## src/rtl/imem_bridge_if.sv

```systemverilog
// Fetch-side and memory-side signals of the instruction-memory bridge.
// The bridge uses the slave view; fetch plus the memory model use master.
interface imem_bridge_if;
  logic        ins_req;
  logic [29:0] addr;
  logic        ins_res;
  logic [31:0] data;
  logic        busy;
  logic [30:0] mem_addr;
  logic        mem_rd;
  logic [15:0] mem_rdata;
  logic        mem_ready;

  modport slave (
    input  ins_req, addr, mem_rdata, mem_ready,
    output ins_res, data, busy, mem_addr, mem_rd
  );

  modport master (
    output ins_req, addr, mem_rdata, mem_ready,
    input  ins_res, data, busy, mem_addr, mem_rd
  );
endinterface

```

## src/rtl/imem_bridge.sv

```systemverilog
// Instruction-memory bridge: turns one 32-bit word fetch into two 16-bit
// reads (low halfword, then high halfword) on the instruction memory bus,
// each held for WAIT_CYCLES cycles and qualified by mem_ready.
module imem_bridge #(
  parameter int unsigned WAIT_CYCLES = 2  // legal range 1..15
) (
  input  logic          cpu_clk,
  input  logic          cpu_rst,
  imem_bridge_if.slave  bus
);

  typedef enum logic [1:0] {
    IDLE  = 2'd0,
    RD_LO = 2'd1,
    RD_HI = 2'd2,
    RESP  = 2'd3
  } state_t;

  localparam logic [3:0] LAST = 4'(WAIT_CYCLES - 1);

  state_t      state_q, state_d;
  logic [3:0]  cnt_q;
  logic [29:0] addr_q;
  logic [15:0] low_q;
  logic [31:0] data_q;

  logic reading;
  logic term;
  logic capture;

  // A halfword is taken only once the minimum hold time has elapsed and
  // memory says the data is valid.
  assign reading = (state_q == RD_LO) || (state_q == RD_HI);
  assign term    = (cnt_q == LAST);
  assign capture = reading && term && bus.mem_ready;

  // State register.
  always_ff @(posedge cpu_clk or posedge cpu_rst) begin
    // NOTE: sequential state uses non-blocking assignments so every register
    // samples pre-edge values regardless of statement order.
    if (cpu_rst) state_q <= IDLE;
    else         state_q <= state_d;
  end

  // Next-state logic.
  always_comb begin
    // NOTE: default first, so no path through this block leaves state_d
    // unassigned and infers a latch.
    state_d = state_q;
    unique case (state_q)
      IDLE:    if (bus.ins_req) state_d = RD_LO;
      RD_LO:   if (capture)     state_d = RD_HI;
      RD_HI:   if (capture)     state_d = RESP;
      RESP:                     state_d = IDLE;
      default:                  state_d = IDLE;
    endcase
  end

  // Wait-state counter: zero outside the read states, counts up and
  // saturates at the terminal value, restarts for the next halfword.
  always_ff @(posedge cpu_clk or posedge cpu_rst) begin
    if (cpu_rst) begin
      cnt_q <= '0;
    end else if (!reading) begin
      cnt_q <= '0;
    end else if (term) begin
      if (bus.mem_ready) cnt_q <= '0;
    end else begin
      cnt_q <= cnt_q + 4'd1;
    end
  end

  // Address latch: fetch may move addr once accepted, so the bridge works
  // from its own copy for the whole transaction.
  always_ff @(posedge cpu_clk or posedge cpu_rst) begin
    if (cpu_rst)                         addr_q <= '0;
    else if (state_q == IDLE && bus.ins_req) addr_q <= bus.addr;
  end

  // Halfword capture: low half parked until the high half arrives, then the
  // whole word is loaded at once so data never shows a half-updated value.
  always_ff @(posedge cpu_clk or posedge cpu_rst) begin
    if (cpu_rst) begin
      low_q  <= '0;
      data_q <= '0;
    end else if (capture) begin
      if (state_q == RD_LO) low_q  <= bus.mem_rdata;
      else                  data_q <= {bus.mem_rdata, low_q};
    end
  end

  // Outputs decode from state only, so an asynchronous reset clears the
  // strobes immediately. mem_rd stays high across RD_LO -> RD_HI; only the
  // halfword select bit of mem_addr changes.
  assign bus.busy     = (state_q != IDLE);
  assign bus.ins_res  = (state_q == RESP);
  assign bus.mem_rd   = reading;
  assign bus.mem_addr = {addr_q, (state_q == RD_HI)};
  assign bus.data     = data_q;

endmodule

```

## src/flat_wrapper.sv

```systemverilog
// flat-port wrapper written by rule: the top's interface ports become plain ports
module imem_bridge_flat 
#(
  parameter int unsigned WAIT_CYCLES = 2                      
)
  (cpu_clk, cpu_rst, bus_ins_req, bus_addr, bus_mem_rdata, bus_mem_ready, bus_ins_res, bus_data, bus_busy, bus_mem_addr, bus_mem_rd);
  imem_bridge_if bus_i ();
  input  logic cpu_clk;
  input  logic cpu_rst;
  input wire logic [$bits(bus_i.ins_req)-1:0] bus_ins_req;
  input wire logic [$bits(bus_i.addr)-1:0] bus_addr;
  input wire logic [$bits(bus_i.mem_rdata)-1:0] bus_mem_rdata;
  input wire logic [$bits(bus_i.mem_ready)-1:0] bus_mem_ready;
  output wire logic [$bits(bus_i.ins_res)-1:0] bus_ins_res;
  output wire logic [$bits(bus_i.data)-1:0] bus_data;
  output wire logic [$bits(bus_i.busy)-1:0] bus_busy;
  output wire logic [$bits(bus_i.mem_addr)-1:0] bus_mem_addr;
  output wire logic [$bits(bus_i.mem_rd)-1:0] bus_mem_rd;
  assign bus_i.ins_req = bus_ins_req;
  assign bus_i.addr = bus_addr;
  assign bus_i.mem_rdata = bus_mem_rdata;
  assign bus_i.mem_ready = bus_mem_ready;
  assign bus_ins_res = bus_i.ins_res;
  assign bus_data = bus_i.data;
  assign bus_busy = bus_i.busy;
  assign bus_mem_addr = bus_i.mem_addr;
  assign bus_mem_rd = bus_i.mem_rd;
  imem_bridge #(.WAIT_CYCLES(WAIT_CYCLES)) u_core (.cpu_clk(cpu_clk), .cpu_rst(cpu_rst), .bus(bus_i));
endmodule
```

## config.mk

```make
export PLATFORM = sky130hd
export DESIGN_NAME = imem_bridge_flat
export DESIGN_NICKNAME = d
export VERILOG_FILES = /design/src/rtl/imem_bridge_if.sv /design/src/rtl/imem_bridge.sv /design/src/flat_wrapper.sv
export SDC_FILE = /design/constraint.sdc
export NUM_CORES = 1
export LEC_CHECK = 0
export ABC_AREA = 1
export BUFFER_PORTS_ARGS = -buffer_cell sky130_fd_sc_hd__buf_4
export CORE_ASPECT_RATIO = 1.1
export CORE_MARGIN = 4
export CORE_UTILIZATION = 30
export DETAILED_ROUTE_END_ITERATION = 8
export PLACE_DENSITY_LB_ADDON = 0.05
export SYNTH_ARGS = -nofsm -noshare
export SYNTH_HDL_FRONTEND = slang
export SYNTH_SLANG_ARGS = --single-unit
```

## constraint.sdc

```tcl
create_clock -name cpu_clk -period 4.1 [get_ports cpu_clk]
set_clock_uncertainty 0.2 [all_clocks]
set_input_delay 0 -clock cpu_clk [delete_from_list [all_inputs] [get_ports cpu_clk]]
set_output_delay 0 -clock cpu_clk [all_outputs]
set_load 0.01 [all_outputs]
```

==> flow_metrics.env, run 1 <==
export IMPL_pwr_share_seq_pct=38.6
export IMPL_vias_per_cell=4.280
export IMPL_startpoint_type="register"
export IMPL_synth_adder_area_share_pct=2.532
export IMPL_end_kind="register"
export IMPL_yosysWarnings=0
export IMPL_grt_overflow=0
export IMPL_crit_path_max_fanout=30
export IMPL_placed_area_um2=4412
export IMPL_setup_viol=0
export IMPL_synth_compound_area_share_pct=7.342
export IMPL_wl_per_cell_um=13.71
export IMPL_drtAntennaViolNets=0
export IMPL_clk_pin_slew_ns=0.06
export IMPL_postSynthCellCount=315
export IMPL_drtIter0Drc=96
export IMPL_vias=2692
export IMPL_final_hold_viol_count=0
export IMPL_grt_pass1_vias=2749
export IMPL_ys_seq_area_share_pct=60.76
export IMPL_layout_commonest_cell="buf_4"
export IMPL_grt_max_degree=58
export IMPL_synth_top_family_by_area="simple AND/OR/NAND/NOR gates"
export IMPL_dieArea_um2=13320
export IMPL_drv_cap=0
export IMPL_fin_util_pct=46.69
export IMPL_cts_root_buf="clkbuf_16"
export IMPL_grt_antenna_before_repair=0
export IMPL_drc=0
export IMPL_routabilityCongestion=0.6983
export IMPL_drive_above_1_share_pct=37.34
export IMPL_arrival_ns=2.36
export IMPL_p_clk_share_pct=22.2
export IMPL_vdd_ir_drop_max_uv=209.7
export IMPL_cp_required_ns=4.11
export IMPL_switching_share_pct=33.70
export IMPL_final_cell_mix="buf_4 (118), nand2_1 (97), dfrtp_1 (84), dlygate4sd3_1 (49), o21ai_0 (40)"
export IMPL_muxShareOfSynthArea_pct=9.765
export IMPL_syn_area_um2=3460
export IMPL_cts_sinks=84
export IMPL_rsz0062_at_grt="no"
export IMPL_grt_usage_pct=13.26
export IMPL_start_util_pct=31.14
export IMPL_final_design_area_no_fill_um2=5187
export IMPL_synth_xor_area_share_pct=0.5063
export IMPL_wl_um=8626
export IMPL_grt_pass1_wl_um=13690
export IMPL_highest_signal_layer="met4"
export IMPL_ys_types=23
export IMPL_n_antenna_cell=0
export IMPL_drt_met1_wl_um=3874
export IMPL_wl_met3_um=504
export IMPL_synth_simple_gate_area_share_pct=15.01
export IMPL_status="complete, no violations"
export IMPL_p_comb_share_pct=39.3
export IMPL_p_leak_nw=2.602
export IMPL_post_route_period_util_pct=57.26
export IMPL_area_growth_pct=49.95
export IMPL_synth_net_count=372
export IMPL_relSlewSlack_pct=19.20
export IMPL_crit_type="register to register"
export IMPL_syn_area_per_cell_um2=10.98
export IMPL_hold_path_class="input port to register"
export IMPL_post_cts_resized=0
export IMPL_drv_slew=0
export IMPL_power_density_nw_per_um2=679.9
export IMPL_num_io_pins=116
export IMPL_intPower_mw=2.339
export IMPL_fmax_ghz=0.4260
export IMPL_fill_cells=1070
export IMPL_cts_setup_buffers=0
export IMPL_port_buffer_count=115
export IMPL_tightestPinTransition_ns=1.209
export IMPL_rows=40
export IMPL_synth_seq_cells=84
export IMPL_cts_max_level=3
export IMPL_dieHeight_um=120.6
export IMPL_nNetsFinal=534
export IMPL_die_w_um=110.4
export IMPL_layout_min_cycle_time_ns=2.348
export IMPL_firstDrtPassIters=4
export IMPL_power_switching_mw=1.189
export IMPL_clk_path_buf_depth=2
export IMPL_finalSetupTns_ns=0
export IMPL_core_area_um2=11110
export IMPL_cts_buffers=9
export IMPL_clk_latency_ns=0.33
export IMPL_wl_met2_um=4068
export IMPL_cts_tree="done"
export IMPL_hpwl_um=5470
==> path summary, 6_finish.rpt <==
kind / from / to / slack, ns / cells after the start
worst min register to register: u_core.low_q[12] / u_core.bus.data[12] / 0.27 / 2
worst min-delay path: bus_mem_rdata[13] / u_core.low_q[13] / 0.22 / 4
worst max-delay path: u_core.state_q[0] / u_core.addr_q[7] / 1.75 / 4
worst max register to register: u_core.state_q[0] / u_core.addr_q[7] / 1.75 / 4
min in group asynchronous: cpu_rst / u_core.addr_q[7] / 0.25 / 3
max in group asynchronous: cpu_rst / u_core.bus.data[21] / 2.54 / 4
==> worst max-delay path, cell delays in order, from the launching register on <==
cell and delay, ns:
dfrtp_1 0.39, inv_1 0.10, ha_1 0.22, nand2_1 0.88
mux2_2 0.42
==> cell type report <==
cell class                      count  area, um2  share of cell area (%)
Sequential cell                    84       2102                   40.52
Timing Repair Buffer              167       1376                   26.53
Multi-Input combinational cell    209       1216                   23.44
Clock buffer                       11      232.7                   4.486
Tap cell                          147      183.9                   3.546
Clock inverter                      5      52.55                   1.013
Inverter                            6      23.77                  0.4583
==> routing by layer <==
layer | vias to the layer above | track usage, %
met5 | - | 0
met4 | 0 | 6.697
met3 | 10 | 2.509
met2 | 82 | 21.21
met1 | 1246 | 16.97
li1 | 1354 | -
==> cell families (layout without fill, tap and decap cells) <==
kind of cell / count (synthesis) / count (layout)
flops: 84 / 84
fa+ha+maj: 7 / 7
compound gates: 50 / 50
simple gates: 120 / 120
buf+inv: 22 / 189
xor+xnor: 2 / 2
mux: 30 / 30
==> power groups by stage <==
stage               clock (mW)  sequential (mW)  combinational (mW)
finish                   0.782             1.36                1.38
global placement             0             1.37                1.35
detailed placement           0             1.38                1.37
floorplan                    0             1.47               0.645
CTS                      0.809             1.36                1.41
global route             0.860             1.41                1.54
==> synthesized netlist by cell type <==
cell type,count,share of area (%)
inv_2,1,0.11
nor2_1,3,0.33
inv_1,5,0.54
or2_2,3,0.54
ha_1,7,2.5
xnor2_1,1,0.25
nor2_4,2,0.65
nand4_4,1,0.61
dfrtp_1,84,61
nand3_1,5,0.72
nor2_2,1,0.18
nand2_2,8,1.4
buf_6,4,1.3
clkbuf_2,1,0.14
o21ai_1,9,1.3
xor2_1,1,0.25
buf_2,4,0.58
o21ai_2,1,0.25
o21ai_0,40,5.8
nand2_1,97,11
buf_8,2,0.87
mux2_2,30,9.8
clkbuf_1,5,0.54
==> stage by stage <==
step	total power [mW]	hold slack [ns]	cells	setup slack, ns
after floorplan	2.117	-0.08341	315	1.735
after global placement	2.727	0.01527	564	1.727
after detailed placement	2.751	0.01770	564	1.723
after CTS	3.585	0.1995	629	1.713
after global routing	3.805	0.2257	629	1.581
final	3.527	0.2153	629	1.752
==> flip-flops by register name, summed over array words and instances (netlist names) <==
| signal | cells |
|---|---|
| u_core.addr_q | 30 |
| u_core.bus.data | 32 |
| u_core.cnt_q | 4 |
| u_core.low_q | 16 |
| u_core.state_q | 2 |
==> timing repair <==
action                     in CTS  in global routing
setup endpoints to repair       0                  0
hold endpoints to repair      122                  0
hold buffers                   49                  0
Note: power is estimated with default switching activity, not from simulation.
==> run 2, diff against run 1 <==
==> constraint.sdc (replaced) <==
create_clock -name cpu_clk -period 2 [get_ports cpu_clk]
set_clock_uncertainty 0.2 [all_clocks]
set_input_delay 0 -clock cpu_clk [delete_from_list [all_inputs] [get_ports cpu_clk]]
set_output_delay 0 -clock cpu_clk [all_outputs]
set_load 0.01 [all_outputs]
==> run 2 against run 1 <==
  * Critical path depth is 4 higher
  * Count of clock-buffer cells in the layout is 1 lower
  * Via count is 2.7% higher
  * Register-to-register slack worse by 1.7 ns
  * Largest power group unchanged
  * Highest routed layer unchanged
  * Combinational power is 120% higher
==> flow_metrics.env, run 2 (same netlist as run 1, synthesis figures left out) <==
export IMPL_fmax_ghz=0.5252
export IMPL_fin_util_pct=48.09
export IMPL_drive_above_1_share_pct=38.87
export IMPL_cp_top_family="buffers and inverters"
export IMPL_area_growth_pct=54.43
export IMPL_drc=0
export IMPL_relSlewSlack_pct=77.84
export IMPL_grt_pass1_vias=2858
export IMPL_drtIter0Drc=69
export IMPL_hold_path_class="input port to register"
export IMPL_largest_reg_flops=32
export IMPL_grt_usage_pct=13.30
export IMPL_grt_pass1_wl_um=13830
export IMPL_crit_path_frequent_cell="nand2_1"
export IMPL_max_stage_delay_ns=0.40
export IMPL_port_buffer_count=115
export IMPL_vias=2764
export IMPL_final_hold_viol_count=0
export IMPL_start_util_pct=31.14
export IMPL_status="complete, no violations"
export IMPL_clk_pin_slew_ns=0.06
export IMPL_p_leak_nw=2.686
export IMPL_die_w_um=110.4
export IMPL_cp_required_ns=2.07
export IMPL_crit_type="register to register"
export IMPL_core_area_um2=11110
export IMPL_wl_um=8748
export IMPL_nNetsFinal=546
export IMPL_routabilityCongestion=0.7331
export IMPL_crit_buf_inv=3
export IMPL_end_kind="register"
export IMPL_grt_antenna_before_repair=0
export IMPL_grt_max_degree=55
export IMPL_dieHeight_um=120.6
export IMPL_cts_root_buf="clkbuf_16"
export IMPL_holdWs_ns=0.2183
export IMPL_cts_buffers=9
export IMPL_cts_sinks=84
export IMPL_finalSetupTns_ns=0
export IMPL_rows=40
export IMPL_startpoint_type="register"
export IMPL_power_density_nw_per_um2=1381
export IMPL_grt_overflow=0
export IMPL_hpwl_um=5674
export IMPL_n_antenna_cell=0
export IMPL_final_cell_mix="buf_4 (123), nand2_1 (97), dfrtp_1 (84), dlygate4sd3_1 (50), o21ai_0 (40)"
export IMPL_setup_viol=0
export IMPL_arrival_ns=1.98
export IMPL_wl_per_cell_um=13.65
export IMPL_tightestPinTransition_ns=0.3324
export IMPL_cts_tree="done"
export IMPL_num_io_pins=116
export IMPL_layout_commonest_cell="buf_4"
export IMPL_crit_slowest_cell="dfrtp_1"
export IMPL_layout_min_cycle_time_ns=1.904
export IMPL_drv_slew=0
export IMPL_p_total_mw=7.376
export IMPL_clk_path_buf_depth=2
export IMPL_crit_path_max_fanout=8
export IMPL_post_route_period_util_pct=95.20
export IMPL_drtAntennaViolNets=0
export IMPL_crit_chain="inv_1 > ha_1 > nand4_4 > buf_12 > nor2_4 > buf_4 > nand2_1 > nand2_1"
export IMPL_vdd_ir_drop_max_uv=491.7
export IMPL_vias_per_cell=4.312
export IMPL_cts_max_level=3
export IMPL_dieArea_um2=13320
export IMPL_drv_cap=0
export IMPL_clk_latency_ns=0.33
export IMPL_firstDrtPassIters=4
==> run 2: path summary, 6_finish.rpt <==
check | from | end | slack [ns] | cells after the start
max | u_core.state_q[1] | u_core.low_q[4] | 0.1 | 8
min | bus_mem_rdata[13] | u_core.low_q[13] | 0.22 | 4
max reg2reg | u_core.state_q[1] | u_core.low_q[4] | 0.1 | 8
min reg2reg | u_core.low_q[12] | u_core.bus.data[12] | 0.27 | 2
max in group asynchronous | cpu_rst | u_core.addr_q[15] | 0.51 | 5
min in group asynchronous | cpu_rst | u_core.addr_q[1] | 0.55 | 4
==> run 2: worst min-delay path, stage by stage <==
cell and delay (ns):
dlygate4sd3_1 0.52, buf_4 0.11, nand2_1 0.04, nand2_1 0.05
==> run 2: area by class of cell <==
class	count	area (um2)
repair buffers	179	1530
clock buffers	10	229.0
clock inverters	6	55.05
fillers	1060	5768
multi-input cells	209	1216
inverters	6	26.28
flip-flops and latches	84	2102
well taps	147	183.9
==> run 2: power breakdown <==
part	internal (mW)	total (mW)	switching (mW)
logic	1.53	2.98	1.45
registers	2.41	2.79	0.381
clock network	0.956	1.60	0.648
==> run 2: metal layers <==
metal / GRT usage, % / vias to the layer above / wire (um)
li1: - / 1379 / -
met1: 16.26 / 1283 / 3726
met2: 22.46 / 91 / 4281
met3: 2.670 / 11 / 581
met4: 5.774 / 0 / 159
met5: 0 / - / 0
==> run 2: metrics by stage <==
step / worst slack, ns / area [um2] / instances
floorplan: 0.1677 / 3463 / 315
global placement: 0.1677 / 4489 / 569
detailed placement: 0.1160 / 4489 / 569
CTS: 0.1070 / 5274 / 635
global route: -0.008785 / 5343 / 641
finish: 0.09607 / 5343 / 641
==> run 2: what timing repair did <==
action / in CTS / in global routing
resized for setup: 0 / 3
setup buffers: 0 / 6
hold buffers: 50 / 0
endpoints found under the hold margin: 151 / 0
setup endpoints to repair: 0 / 30
